$ cat config.mk
export PLATFORM = sky130hd
export DESIGN_NAME = apb_req_bridge
export DESIGN_NICKNAME = d
export VERILOG_FILES = /design/src/rtl/apb_req_bridge.sv
export SDC_FILE = /design/constraint.sdc
export NUM_CORES = 1
export LEC_CHECK = 0
export ABC_AREA = 0
export CORE_MARGIN = 2
export CORE_UTILIZATION = 48
export CTS_CLUSTER_DIAMETER = 40
export DETAILED_ROUTE_END_ITERATION = 6
export PLACE_DENSITY_LB_ADDON = 0.1
export RECOVER_POWER = 50
export SYNTH_ARGS = -nofsm -noshare
export SYNTH_HDL_FRONTEND = slang
export SYNTH_SLANG_ARGS = --single-unit
$ cat constraint.sdc
create_clock -name PCLK -period 2.6 [get_ports PCLK]
set_clock_uncertainty 0.05 [all_clocks]
set_input_delay 0.52 -clock PCLK [delete_from_list [all_inputs] [get_ports PCLK]]
set_output_delay 0.52 -clock PCLK [all_outputs]
set_load 0.05 [all_outputs]
$ cat src/rtl/apb_req_bridge.sv
// Host valid/ready request queue feeding a single APB requester, with a valid/ready response port.
// Optional ACCESS-phase watchdog enabled by defining APB_TIMEOUT_EN.
module apb_req_bridge #(
   parameter int unsigned ADDR_W  = 8,
   parameter int unsigned DATA_W  = 32,
   parameter int unsigned DEPTH   = 4,
   parameter int unsigned TIMEOUT = 16
) (
   input  logic                       PCLK,
   input  logic                       PRESETn,
   input  logic                       req_valid,
   output logic                       req_ready,
   input  logic                       req_write,
   input  logic [ADDR_W-1:0]          req_addr,
   input  logic [DATA_W-1:0]          req_wdata,
   output logic                       rsp_valid,
   input  logic                       rsp_ready,
   output logic                       rsp_write,
   output logic [DATA_W-1:0]          rsp_rdata,
   output logic                       rsp_err,
   output logic [$clog2(DEPTH):0]     level,
   output logic                       PSEL,
   output logic                       PENABLE,
   output logic                       PWRITE,
   output logic [ADDR_W-1:0]          PADDR,
   output logic [DATA_W-1:0]          PWDATA,
   input  logic [DATA_W-1:0]          PRDATA,
   input  logic                       PREADY
);

   localparam int unsigned PTR_W = $clog2(DEPTH);
   localparam int unsigned LVL_W = PTR_W + 1;

   typedef enum logic [1:0] {StIdle, StSetup, StAccess, StResp} state_t;

   state_t              state;
   logic [ADDR_W-1:0]   mem_addr  [DEPTH];
   logic [DATA_W-1:0]   mem_wdata [DEPTH];
   logic                mem_write [DEPTH];
   logic [PTR_W-1:0]    wr_ptr;
   logic [PTR_W-1:0]    rd_ptr;
   logic                push;
   logic                pop;

   // Full means not ready, even if a pop happens in the same cycle.
   assign req_ready = (level != LVL_W'(DEPTH));
   assign push      = req_valid & req_ready;
   assign pop       = (level != '0) &&
                      ((state == StIdle) || ((state == StResp) && rsp_ready));

   always_ff @(posedge PCLK or negedge PRESETn) begin
      if (!PRESETn) begin
         wr_ptr <= '0;
         rd_ptr <= '0;
         level  <= '0;
      end else begin
         if (push) wr_ptr <= wr_ptr + PTR_W'(1);
         if (pop)  rd_ptr <= rd_ptr + PTR_W'(1);
         if (push && !pop)      level <= level + LVL_W'(1);
         else if (pop && !push) level <= level - LVL_W'(1);
      end
   end

   always_ff @(posedge PCLK) begin
      if (push) begin
         mem_addr[wr_ptr]  <= req_addr;
         mem_wdata[wr_ptr] <= req_wdata;
         mem_write[wr_ptr] <= req_write;
      end
   end

`ifdef APB_TIMEOUT_EN
   localparam int unsigned TMO_W = $clog2(TIMEOUT + 1);
   logic [TMO_W-1:0] tmo_cnt;
`else
   assign rsp_err = 1'b0;
`endif

   always_ff @(posedge PCLK or negedge PRESETn) begin
      if (!PRESETn) begin
         state     <= StIdle;
         PSEL      <= 1'b0;
         PENABLE   <= 1'b0;
         PWRITE    <= 1'b0;
         PADDR     <= '0;
         PWDATA    <= '0;
         rsp_valid <= 1'b0;
         rsp_write <= 1'b0;
         rsp_rdata <= '0;
`ifdef APB_TIMEOUT_EN
         rsp_err   <= 1'b0;
         tmo_cnt   <= '0;
`endif
      end else begin
         case (state)
            StIdle: ;
            StSetup: begin
               PENABLE <= 1'b1;
               state   <= StAccess;
`ifdef APB_TIMEOUT_EN
               tmo_cnt <= '0;
`endif
            end
            StAccess: begin
`ifdef APB_TIMEOUT_EN
               // Watchdog expiry wins over a late PREADY on the abort edge.
               if (tmo_cnt == TMO_W'(TIMEOUT)) begin
                  PSEL      <= 1'b0;
                  PENABLE   <= 1'b0;
                  rsp_valid <= 1'b1;
                  rsp_write <= PWRITE;
                  rsp_rdata <= '0;
                  rsp_err   <= 1'b1;
                  state     <= StResp;
               end else
`endif
               if (PREADY) begin
                  PSEL      <= 1'b0;
                  PENABLE   <= 1'b0;
                  rsp_valid <= 1'b1;
                  rsp_write <= PWRITE;
                  rsp_rdata <= PWRITE ? '0 : PRDATA;
`ifdef APB_TIMEOUT_EN
                  rsp_err   <= 1'b0;
`endif
                  state     <= StResp;
               end
`ifdef APB_TIMEOUT_EN
               else begin
                  tmo_cnt <= tmo_cnt + TMO_W'(1);
               end
`endif
            end
            StResp: begin
               if (rsp_ready) begin
                  rsp_valid <= 1'b0;
                  state     <= StIdle;
               end
            end
            default: state <= StIdle;
         endcase

         // Head entry load overrides the IDLE/RESP outcome above.
         if (pop) begin
            PSEL    <= 1'b1;
            PENABLE <= 1'b0;
            PADDR   <= mem_addr[rd_ptr];
            PWRITE  <= mem_write[rd_ptr];
            PWDATA  <= mem_write[rd_ptr] ? mem_wdata[rd_ptr] : '0;
            state   <= StSetup;
         end
      end
   end

endmodule

==> flow_summary.rst <==
.. list-table::
   :header-rows: 1

   * - Metric
     - Value
   * - Status
     - complete, no violations
   * - Post-route fraction of the period consumed by the critical path
     - 93.4%
   * - Final weighted congestion of routability-driven global placement
     - 0.768
   * - Count of antenna-violating nets left after detailed routing
     - 0
   * - Capture point of the critical path
     - level[0]
   * - Fraction of met2 tracks used by global routing
     - 32.0%
   * - Max-slew violations
     - 0
   * - Core Region
     - just under 0.02 mm^2
   * - Die outline height
     - 146 um
   * - Area used by sequential logic in the layout
     - 0.00708 mm^2
   * - Critical Path AT
     - 1.86 ns
   * - Maximum capacitance violations
     - 0
   * - Worst slack on hold paths
     - 0.423 ns
   * - Per-cell routed wire length
     - 19.0 um
   * - Antenna violations before repair
     - 1
   * - Design Area, Final
     - ~0.013 mm^2
   * - Reg2Reg Launch Point
     - state[0]
   * - Global route overflow
     - 0
   * - Initial drt markers
     - roughly 270
   * - Post-synthesis sequential area ratio
     - 73.0%
   * - Die width
     - ~150 um
   * - H-tree level count
     - 2
   * - Aggregate routed wire length
     - around 20000 um
   * - Crit path kind
     - flip-flop to primary output
   * - Sum of negative setup slack
     - 0 ns
   * - Vias after detailed routing
     - 5470
   * - Endpoint of the most critical register-to-register path
     - PADDR[2]
   * - Cell Pwr Density
     - 1360 mW/mm^2
   * - Number of cells on the worst hold path
     - 2
   * - Multi-input logic area
     - 0.00239 mm^2
   * - Number of unique standard cell types used by synthesis
     - 33
   * - Start point of the critical path
     - level[0]
   * - Layout cells sized above 1
     - 16.2%
   * - Synthesized cell area
     - 0.00969 mm^2
   * - Slew at the pin with the worst max-slew slack
     - 1.08 ns
   * - Worst EP required
     - 2.03 ns
   * - Hold Violations, Final
     - 0
   * - Initial cell density of the core
     - between 40% and 50%
   * - Post-synthesis instance total
     - slightly below 600
   * - Standard cell with the maximum stage delay on the critical path
     - sky130_fd_sc_hd__clkdlybuf4s50_1
   * - Largest net degree at the start of global routing
     - 47
   * - Filler cell count
     - 1429
   * - Clk Latency, worst-skew pair
     - 0.50 ns
   * - Number of vias per cell
     - 5.19
   * - Reported leakage power
     - about 0.0048 uW
   * - Startpoint type of the worst setup path
     - flip-flop
   * - Flop and latch count out of synthesis
     - 250
   * - Fmax
     - 412 MHz
   * - Unrepaired setup endpoints after global routing
     - false
   * - Clock Path Buffers
     - 3
   * - All-Layer GR Usage
     - 19.4%
   * - Critical path capture point type
     - primary output
   * - Met3 Usage GRT
     - 4.97%
   * - Remaining max-slew budget at the tightest pin
     - 27.7%
   * - Min-delay worst type
     - flip-flop to flip-flop
   * - CP max FO
     - 5
   * - IO Count
     - 160
   * - Highest ir drop seen on vdd
     - 678 uV
   * - Postcts setup bufs
     - 0
   * - Nets
     - 851
   * - Detailed-router iteration count before antenna repair
     - 4
   * - Count of clock tree sinks
     - 250
   * - Number of global-route vias before repair
     - 5784
   * - CTS tree
     - done
   * - DRC violation count after routing
     - 0
   * - Final worst path period need
     - around 2.4 ns
   * - Crit-path cells
     - clkdlybuf4s50_1
   * - Number of warning messages in the yosys log
     - 0
   * - Placed wire-length estimate
     - 11900 um
   * - Worst reg-to-reg path cell count
     - 6
   * - Number of nets in the synthesized netlist
     - 671
   * - Root cell of the clock tree
     - sky130_fd_sc_hd__clkbuf_16
   * - Total die area
     - 0.0213 mm^2
   * - CTS clk-pin slew, worst paths
     - 0.04 ns
   * - Site Rows
     - 51
   * - Cts bufs inserted
     - 35
   * - Stages on the worst setup path
     - 1
   * - Slowest stage delay, CP
     - 0.86 ns
   * - Number of buffers and inverters on the critical path
     - 1
   * - First-pass GRT wire length
     - between 30000 and 40000 um
   * - Area after DPL
     - 0.0116 mm^2
   * - Final Setup Violations
     - 0
   * - Count of buffers from port buffering
     - 158
   * - Met1 capacity usage during global routing
     - 25.9%
   * - Most crowded layer after global routing
     - met2
   * - P&R area growth vs syn
     - 32.5%
   * - Mean Syn Cell Area
     - 16.7 um^2
   * - Reg-to-reg setup timing slack
     - 0.40 ns
   * - Kind of cell adding the most delay to the critical path
     - buffers and inverters
[registers in the layout (all words and copies together) (netlist names)]
signal and count:
PADDR 8, PENABLE 1, PSEL 1, PWDATA 32, PWRITE 1, level 3
mem_addr 32, mem_wdata 128, mem_write 4, rd_ptr 2, rsp_rdata 32, rsp_valid 1
rsp_write 1, state 2, wr_ptr 2
[worst min-delay path by stage]
stage	from	to	slack, ns
finish	PSEL	PSEL	0.42
global placement	PSEL	PSEL	0.42
floorplan	PRESETn	PADDR[0]	0.17
detailed placement	PSEL	PSEL	0.42
CTS	PSEL	PSEL	0.43
global route	PSEL	PSEL	0.46
[cell usage in the layout (no fill, tap or decap), types with 2 or more instances in the layout]
| cell | netlist | routed |
|---|---|---|
| sky130_fd_sc_hd__clkbuf_8 | 0 | 3 |
| sky130_fd_sc_hd__clkbuf_1 | 16 | 12 |
| sky130_fd_sc_hd__o21ai_1 | 34 | 33 |
| sky130_fd_sc_hd__nor2b_1 | 2 | 2 |
| sky130_fd_sc_hd__bufinv_16 | 0 | 5 |
| sky130_fd_sc_hd__clkinv_2 | 0 | 3 |
| sky130_fd_sc_hd__mux4_2 | 40 | 40 |
| sky130_fd_sc_hd__a21oi_1 | 4 | 4 |
| sky130_fd_sc_hd__clkbuf_16 | 0 | 38 |
| sky130_fd_sc_hd__dlygate4sd3_1 | 0 | 42 |
| sky130_fd_sc_hd__xor2_1 | 3 | 3 |
| sky130_fd_sc_hd__mux2_4 | 7 | 7 |
| sky130_fd_sc_hd__clkbuf_2 | 0 | 2 |
| sky130_fd_sc_hd__buf_12 | 1 | 6 |
| sky130_fd_sc_hd__nand2b_1 | 33 | 33 |
| sky130_fd_sc_hd__and2_2 | 0 | 4 |
| sky130_fd_sc_hd__inv_1 | 7 | 7 |
| sky130_fd_sc_hd__clkinv_1 | 0 | 2 |
| sky130_fd_sc_hd__clkdlybuf4s50_1 | 0 | 115 |
| sky130_fd_sc_hd__edfxtp_1 | 164 | 164 |
| sky130_fd_sc_hd__o21ai_0 | 63 | 64 |
| sky130_fd_sc_hd__dfrtp_1 | 86 | 84 |
| sky130_fd_sc_hd__buf_4 | 5 | 8 |
| sky130_fd_sc_hd__nor2_1 | 3 | 4 |
| sky130_fd_sc_hd__mux2_2 | 6 | 5 |
| sky130_fd_sc_hd__xnor2_1 | 3 | 3 |
| sky130_fd_sc_hd__ha_1 | 10 | 10 |
| sky130_fd_sc_hd__nand2_1 | 69 | 69 |
[cell usage after synthesis (all sizes together)]
master | n | share of area, %
edfxtp | 164 | 51
o21ai | 97 | 5.0
dfrtp | 86 | 22
nand2 | 69 | 2.7
mux4 | 41 | 9.6
nand2b | 33 | 2.1
buf | 18 | 1.5
clkbuf | 16 | 0.62
mux2 | 13 | 1.8
ha | 10 | 1.3
inv | 7 | 0.27
a21oi | 5 | 0.30
and2 | 4 | 0.26
nor2 | 4 | 0.18
xnor2 | 3 | 0.27
xor2 | 3 | 0.27
nor2b | 2 | 0.13
nor3 | 2 | 0.22
a21boi | 1 | 0.12
a311oi | 1 | 0.090
conb | 1 | 0.039
fa | 1 | 0.21
o2bb2ai | 1 | 0.090
[layer usage]
layer / vias up / routed length (um)
li1: 2527 / -
met1: 2729 / 8680
met2: 183 / 9740
met3: 29 / 1270
met4: 2 / 315
met5: - / 13
[metrics by stage]
stage	std cells	utilization (%)	setup WS, ns	power, uW
CTS	1053	65.4	0.0242	17800
global route	1053	65.3	0.117	18400
global placement	989	59.2	0.184	12700
finish	1054	65.3	0.172	17500
detailed placement	989	59.2	0.157	12900
floorplan	582	-	0.0831	10600
[kinds of logic after synthesis]
kind of cell               Yosys count  synth area share [%]
DFF                                250                  73.0
and+or+nand+nor                    114                  5.59
AOI/OAI and AO/OA                  105                  5.60
muxes                               54                  11.3
buffers and inverters               41                  2.35
adders and majority gates           11                  1.50
xor gates and xnor gates             6                 0.542
other                                1                0.0387
[power by group]
group	switching [uW]	leakage [uW]	internal, uW	total (uW)
combinational	4130	0.00158	2560	6690
sequential	525	0.00259	5420	5950
clock	1620	0.000595	3240	4860
total	6280	0.00477	11200	17500
[repair_timing]
action                     CTS  global route
resized for setup            0             1
setup endpoints to repair    0             1
hold endpoints to repair    40             0
hold buffers                 1             0
[layout make-up]
type	count	share of cell area, %
sequential	250	55.1
inverter	7	0.205
clock inverter	13	1.54
multi-input combinational	291	18.6
clock buffer	50	7.99
tap	265	2.58
antenna	1	0.0195
timing repair buffer	177	13.9
Note: power is estimated with default switching activity, not from simulation.
